## config.mk

```make
export PLATFORM = sky130hd
export DESIGN_NAME = hazard_display_stepper
export DESIGN_NICKNAME = d
export VERILOG_FILES = /design/src/rtl/hazard_display_stepper.sv
export SDC_FILE = /design/constraint.sdc
export NUM_CORES = 1
export LEC_CHECK = 0
export ABC_AREA = 1
export ABC_CLOCK_PERIOD_IN_PS = 5610
export CAP_MARGIN = 25
export CORE_MARGIN = 4
export CORE_UTILIZATION = 52
export DETAILED_ROUTE_END_ITERATION = 6
export PLACE_DENSITY = 0.81
export SETUP_SLACK_MARGIN = 0.3
export SKIP_LAST_GASP = 1
export SYNTH_ARGS = -nofsm -noshare
export SYNTH_HDL_FRONTEND = slang
export SYNTH_SLANG_ARGS = --single-unit
```

## constraint.sdc

```tcl
create_clock -name clk -period 5.61 [get_ports clk]
set_input_delay 0.561 -clock clk [delete_from_list [all_inputs] [get_ports clk]]
set_output_delay 0.561 -clock clk [all_outputs]
set_load 0.03 [all_outputs]
```

## src/rtl/hazard_display_stepper.sv

```systemverilog
// hazard_display_stepper: snapshots instruction/hazard vectors and steps through them on debounced presses
module hazard_display_stepper #(
  parameter int NUM_INSTR = 8,
  parameter int INSTR_W = 8,
  parameter int DEBOUNCE_CYCLES = 16
)(
  input  logic                         clk,
  input  logic                         rst,
  input  logic [NUM_INSTR*INSTR_W-1:0] instrMemBits,
  input  logic [NUM_INSTR*INSTR_W-1:0] hazardMemBits,
  input  logic                         load,
  input  logic                         but_next,
  output logic [INSTR_W-1:0]           led_instr,
  output logic [INSTR_W-1:0]           led_hazard,
  output logic [2:0]                   idx,
  output logic                         hazard_any,
  output logic [6:0]                   hazard_total,
  output logic                         done
);
  localparam int NW = NUM_INSTR * INSTR_W;
  localparam int CW = DEBOUNCE_CYCLES > 1 ? $clog2(DEBOUNCE_CYCLES) : 1;
  localparam logic [2:0] LAST = 3'(NUM_INSTR - 1);
  typedef enum logic [1:0] {IDLE, SHOW, DONE} state_t;
  state_t state, state_n;
  logic [NW-1:0] snap_i, snap_h, snap_i_n, snap_h_n;
  logic [2:0] idx_n;
  logic [INSTR_W-1:0] led_instr_n, led_hazard_n;
  logic [6:0] total_n, pop;
  logic s1, s2, stable, step, flip;
  logic [CW-1:0] cnt;
  assign flip = (s2 != stable) && (cnt == CW'(DEBOUNCE_CYCLES - 1));
  always_ff @(posedge clk or posedge rst)
    if (rst) begin
      {s1, s2, stable, step} <= '0;
      cnt <= '0;
    end else begin
      s1 <= but_next;
      s2 <= s1;
      cnt <= (s2 == stable || flip) ? '0 : cnt + 1'b1;
      stable <= stable ^ flip;
      step <= flip & ~stable;
    end
  always_comb begin
    pop = '0;
    for (int i = 0; i < NW; i++) pop = pop + 7'(hazardMemBits[i]);
  end
  // load has priority; step only matters in SHOW/DONE
  always_comb begin
    state_n = state;
    idx_n = idx;
    snap_i_n = snap_i;
    snap_h_n = snap_h;
    if (load) begin
      state_n = SHOW;
      idx_n = '0;
      snap_i_n = instrMemBits;
      snap_h_n = hazardMemBits;
    end else if (step && state == SHOW) begin
      state_n = idx == LAST ? DONE : SHOW;
      idx_n = idx == LAST ? idx : idx + 3'd1;
    end else if (step && state == DONE) begin
      state_n = IDLE;
      idx_n = '0;
    end
    led_instr_n = state_n == IDLE ? '0 : snap_i_n[idx_n*INSTR_W +: INSTR_W];
    led_hazard_n = state_n == IDLE ? '0 : snap_h_n[idx_n*INSTR_W +: INSTR_W];
    total_n = load ? pop : state_n == IDLE ? '0 : hazard_total;
  end
  always_ff @(posedge clk or posedge rst)
    if (rst) begin
      state <= IDLE;
      idx <= '0;
      snap_i <= '0;
      snap_h <= '0;
      led_instr <= '0;
      led_hazard <= '0;
      hazard_total <= '0;
    end else begin
      state <= state_n;
      idx <= idx_n;
      snap_i <= snap_i_n;
      snap_h <= snap_h_n;
      led_instr <= led_instr_n;
      led_hazard <= led_hazard_n;
      hazard_total <= total_n;
    end
  assign hazard_any = |led_hazard;
  assign done = state == DONE;
endmodule
```

==> results by group <==
Placed design
  • Place WS: -0.979 ns
  • Post-DP HPWL: 17600 µm
  • Cell Area, Placed: 0.0111 mm²
  • RD Place Congestion: 0.861
  • Inst Count DP: 1466
  • Port bufs: 159

Global route
  • GR Util met2: 0.480
  • First-pass GRT wire length: 45900 µm
  • GRT overflow: 0
  • Met3 Track Usage GR: 0.0524
  • GRT Total Usage: 0.293
  • M1 GR Usage: 0.387
  • Antenna violations before repair: 0
  • Most Used Layer, Global Route: met2
  • Number of global-route vias before repair: 8694
  • Largest net degree at the start of global routing: 112

Final layout
  • Multi-input gate area: 0.00431 mm²
  • Sequential cell area: 0.00410 mm²
  • Area grow syn2layout: 35.9%
  • Layout cells sized above 1: 0.204
  • Final Core Density: 0.728
  • Post-route cell area: 0.0127 mm²
  • Cell Count, Final, Fillers Out: 1591
  • Layout net count: 1557
  • Fill count: 1245
  • Number of diodes: 0

Hold path
  • Hold Crit Depth: 0
  • Hold_sp: s1
  • Type of the tightest min-delay check: flop to flop
  • WHS Endpoint: s2

Synthesis
  • Most used DFF post-synth: dfrtp_1
  • Average cell area after synthesis: 8.38 µm²
  • Cells after synthesis: 1117
  • Mapped Area: 0.00936 mm²
  • Ys async rst share: 1.00
  • Mapped Nets: 1320
  • Number of synthesized flops with an enable pin: 0
  • Distinct cell type count after synthesis: 31
  • Synth Register Bits: 164
  • Sequential share of the synthesized area: 0.439
  • Yosys warns: 0

Timing
  • Rel. slew slack: 0.290
  • Fmax: 168 MHz
  • Setup tns final: -0.960 ns
  • Final Hold Fails: 0
  • Fin crit share: 1.06
  • # setup viols final: 4
  • Min Tclk post-route: 5.97 ns
  • Final clock skew: 0.00619 ns
  • Final Max Tran Viols: 0
  • Least-Margin Pin Slew: 1.06 ns
  • Final WS setup: -0.360 ns
  • Hold slack: 0.348 ns
  • RSZ-0062 raised after global routing: true

Critical path
  • Worst-case reg-to-reg path depth: 12
  • R2R Setup Slk: 1.99 ns
  • Capturing point of the worst reg2reg path: led_instr[1]
  • Critical Path RT: 5.93 ns
  • Critical path startpoint category: input port
  • CP Class: input port to flop
  • Worst EP arrival: 6.29 ns
  • R2R Path Start: idx[0]
  • Critical path peak fanout: 2
  • CP endpoint kind: flop

Pwr
  • P per Cell Area: 552 mW/mm²
  • LEAKAGE: 6.33 nW
  • Psw: 2.95 mW
  • Logic pwr share: 0.644
  • Int Pwr: 4.08 mW
  • Seq pwr share: 0.195
  • Switching Fraction: 0.419
  • Clk pwr share: 0.160
  • Peak supply drop: 1.51 mV
  • Final Power: 7.03 mW

Run
  • Max Cap Viol: 0

Route
  • Vias: 8843
  • WL/cell: 19.5 µm
  • WL final: 31100 µm
  • Vias per cell: 5.56
  • Post-route ant nets: 0
  • Iter 0 DRT Violations: 995
  • DRT Pass-1 Iters: 6
  • Residual DRC: 0

Clock tree
  • Clock Sinks: 164
  • CTS tree: yes
  • Hold Buf Count CTS: 0
  • Root buf cell: clkbuf_16
  • H-tree depth: 4
  • CTS Buf Count: 17
  • CTS Buffer Depth: 2
  • Clock Pin Slew Worst Setup and Hold Paths: 0.06 ns
  • Skew-Pair Late Insertion Delay: 0.43 ns

Floorplan
  • Initial Utilization: 0.535
  • Num ports: 160
  • Die area: 0.0202 mm²
  • # rows: 48
  • Core ar.: 0.0175 mm²
  • Chip Width: 142 µm
  • Die H: 142 µm

Run status
  • Violated checks: setup timing
  • Status: finished with violations
[cell families (layout without fill, tap and decap cells)]
kind of cell,count (synthesis),count (layout),synth area share
simple gates,475,475,0.229
buf+inv,261,510,0.114
flops,164,164,0.439
compound gates,143,143,0.0773
fa+ha+maj,71,71,0.138
xor+xnor,3,3,0.00281
[synthesized netlist by cell type, types with 22 or more instances]
master | n | area share
clkbuf_1 | 30 | 0.012
fa_1 | 54 | 0.12
inv_1 | 193 | 0.077
nand4_1 | 51 | 0.034
nand3_1 | 71 | 0.038
o21ai_0 | 110 | 0.059
nor2_1 | 46 | 0.018
or2_2 | 35 | 0.023
nand2_1 | 262 | 0.11
buf_2 | 22 | 0.012
dfrtp_1 | 164 | 0.44
[per-layer routing]
| layer | part of all wire | vias to the layer above |
|---|---|---|
| li1 | - | 3944 |
| met5 | 0 | - |
| met2 | 0.49 | 552 |
| met1 | 0.37 | 4213 |
| met3 | 0.090 | 134 |
| met4 | 0.054 | 0 |
[flip-flops by register name (all words and copies together) (netlist names), named ones only]
name,flops
snap_h,64
snap_i,64
led_hazard,8
led_instr,8
hazard_total,7
cnt,4
idx,3
state,2
s1,1
s2,1
step,1
[worst max-delay path by stage]
stage | startpoint | end | slack, ns
finish | hazardMemBits[41] | hazard_total[6] | -0.36
CTS | hazardMemBits[55] | hazard_total[6] | -0.15
floorplan | hazardMemBits[23] | hazard_total[6] | -0.15
global placement | hazardMemBits[23] | hazard_total[6] | -0.92
global route | hazardMemBits[41] | hazard_total[6] | -0.49
detailed placement | hazardMemBits[23] | hazard_total[6] | -0.98
[layout by cell type, fill, tap and decap left out, types with 3 or more instances in the layout]
cell             netlist  layout
inv_2                  4      33
o21ai_2                0       3
ha_1                  17      15
nand3_2                2       6
fa_2                   0      11
o21ai_1               17      18
buf_4                  6      52
dfrtp_1              164     164
clkbuf_2               0       8
buf_6                  5      77
buf_2                 22       6
clkbuf_8               0       3
nor2_1                46      46
o21ai_0              110     105
nand4_1               51      51
clkbuf_16              0      17
nand2_1              262     259
clkdlybuf4s15_1        0       4
or2_2                 35      35
clkdlybuf4s50_1        0     125
inv_4                  0       4
dlygate4sd2_1          0       5
nand3_1               71      67
clkbuf_1              30       4
inv_6                  0       3
inv_1                193     158
clkdlybuf4s15_2        0       4
fa_1                  54      43
a21oi_1               13      13
[worst max-delay path, stage by stage]
cell and delay, ns:
dlygate4sd2_1 0.36, fa_1 0.51, fa_1 0.58, inv_2 0.06, fa_2 0.55, fa_2 0.44, fa_1 0.46, fa_1 0.54
fa_1 0.44, fa_1 0.52, inv_2 0.05, ha_4 0.16, fa_2 0.35, nand2_2 0.09, inv_2 0.04, o21ai_2 0.12
nand2_1 0.09, nand2_1 0.09, a21boi_1 0.07, o21ai_1 0.12, nand2_1 0.07
[layout make-up]
class | count | share of cell area
flip-flops and latches | 164 | 0.323
well taps | 225 | 0.0221
clock buffers | 24 | 0.0379
clock inverters | 7 | 0.00570
multi-input cells | 692 | 0.339
repair buffers | 281 | 0.213
inverters | 198 | 0.0602
[power groups by stage]
stage	logic, mW	clock network (mW)	registers [mW]
floorplan	2.38	0	1.44
detailed placement	3.40	0	1.39
global placement	3.31	0	1.38
CTS	3.88	1.13	1.37
finish	4.53	1.13	1.37
global route	5.01	1.19	1.38
[repair_timing]
item	CTS	global route
pin swaps	44	34
resized for setup	116	118
setup endpoints to repair	7	10
endpoints found under the hold margin	0	0
setup buffers	83	11
No activity file was read; power rests on OpenSTA's default activity.
==> RTL change: new RTL, same settings <==
Take the reset off `led_instr` and load it in a clocked block of its own.
--- a/src/rtl/hazard_display_stepper.sv
+++ b/src/rtl/hazard_display_stepper.sv
@@ -73,5 +73,4 @@
       snap_i <= '0;
       snap_h <= '0;
-      led_instr <= '0;
       led_hazard <= '0;
       hazard_total <= '0;
@@ -81,8 +80,11 @@
       snap_i <= snap_i_n;
       snap_h <= snap_h_n;
-      led_instr <= led_instr_n;
       led_hazard <= led_hazard_n;
       hazard_total <= total_n;
     end
+
+  always_ff @(posedge clk) begin
+    led_instr <= led_instr_n;
+  end
   assign hazard_any = |led_hazard;
   assign done = state == DONE;
Check against the original RTL: not equivalent (Yosys sat finds a counterexample within 4 cycles, from zero or initial values and one cycle with rst high).
==> RTL change against the unedited design <==
The flow still finishes with violations (negative setup slack). Setup slack gained 320 ps. Die area grew 2.1%. Sequential cell count is the same. Maximum frequency grew 5.7%. Count of clock-buffer cells in the layout shrank 5. Core utilization shrank 6.4 points. Critical path type unchanged. Design area shrank 5.9%. Non-clock buffer count shrank 90. Routed wire length shrank 21%. Via count shrank 9.9%. Synthesized area grew 2.2%. Power shrank 6.0%.
==> RTL change: results (changes against the unedited design) <==
stage;metric;value;unit;change
status;status;complete, but fails checks;;
status;failing checks;negative setup slack;;
logic_synthesis;post-synthesis cell type count;34;;+9.7%
power;VDD IR-drop max;1.17;mV;-22%
sta;Setup Viol. Count Final;2;;-2
logic_synthesis;mux share of post-synthesis cell area;0.00105;;+0.00105
route;1st-iter DRT viols;644;;-35%
logic_synthesis;Post-Syn Instances;1176;;+5.3%
sta;setup TNS;-70.7;ps;+889 ps
route;DRT Pass-1 Iters;5;;-1
logic_synthesis;XOR/XNOR share of the synthesized area;0.00275;;-0.0000599
grt;first-pass GRT wire length;39700;um;-13%
sta;Least-Margin Pin Slew;977;ps;-86.9 ps
grt;vias in the first global route;7763;;-11%
grt;gr usage total;0.247;;-0.0465
layout;share of layout cells above drive strength 1;0.143;;-0.0616
placed_design;final RePlAce weighted congestion;0.911;;+5.8%
logic_synthesis;dominant cells by area after synthesis;dfrtp_1, fa_1, inv_1;;
route;wire per inst;15.7;um;-20%
placed_design;DP Wirelength;17200;um;-2.5%
logic_synthesis;Mapped Nets;1379;;+4.5%
logic_synthesis;synth cell count leaders;inv_1, nand2_1, dfrtp_1;;
route;WL final;24600;um;-21%
placed_design;Cell Area, Placed;11400;um^2;+1.9%
layout;Fill cells;1522;;+22%
power;pwr dens;552;nW/um^2;about the same
logic_synthesis;ys async rst share;0.951;;-0.0488
clock_tree;setup bufs post-CTS;6;;-93%
sta;fin worst setup slack;-38.6;ps;+321 ps
route;Vias/cell;5.08;;-8.5%
## RTL change: changes by cell type in the layout (fill, tap and decap cells not counted), sizes merged, moves of 3 or more
cell,delta
buf,-91
inv,+81
nand2,-35
o21ai,+10
a21oi,-9
dfrtp,-8
dfxtp,+8
or2,+8
nand3,+6
nor2,+6
nand4,-3
## RTL change: area by class of cell
class	count	area share
clock buffer	19	0.0362
tap	229	0.0239
multi-input combinational	677	0.354
sequential	164	0.340
inverter	275	0.0888
timing repair buffer	191	0.148
clock inverter	13	0.0102
## RTL change: where the power goes
part / switching (mW) / internal (mW)
sequential: 0.0404 / 1.32
clock: 0.496 / 0.617
combinational: 2.23 / 1.90
total: 2.77 / 3.84
## RTL change: worst reg2reg max path: cells and delay by family (launching register included)
| kind | cells | cell delay, ps |
|---|---|---|
| DFF | 1 | 430 |
| buffers and inverters | 1 | 490 |
| adders and majority gates | 1 | 250 |
| and+or+nand+nor | 9 | 2070 |
## RTL change: final timing paths
check | slack, ps | end | cells past startpoint | start
setup / recovery | -40 | hazard_total[2]$_DFFE_PP0P_ | 21 | hazardMemBits[53]
hold / removal | 350 | s2$_DFF_PP0_ | 0 | s1$_DFF_PP0_
setup reg to reg | 2250 | led_instr[2]$_SDFF_PN0_ | 11 | idx[0]$_DFF_PP0_
hold reg to reg | 350 | s2$_DFF_PP0_ | 0 | s1$_DFF_PP0_
max in group asynchronous | 3870 | state[0]$_DFF_PP0_ | 4 | rst
min in group asynchronous | 400 | snap_h[51]$_DFF_PP0_ | 2 | rst
## RTL change: per-layer routing
metal  up-vias  share of wire  wire [um]  global-route usage
met3        42          0.071       1750              0.0489
met1      3767           0.43      10700               0.346
met4         2          0.019        459              0.0684
li1       3880              -          -                   -
met2       280           0.48      11700               0.395
met5         -        0.00053         13                   0
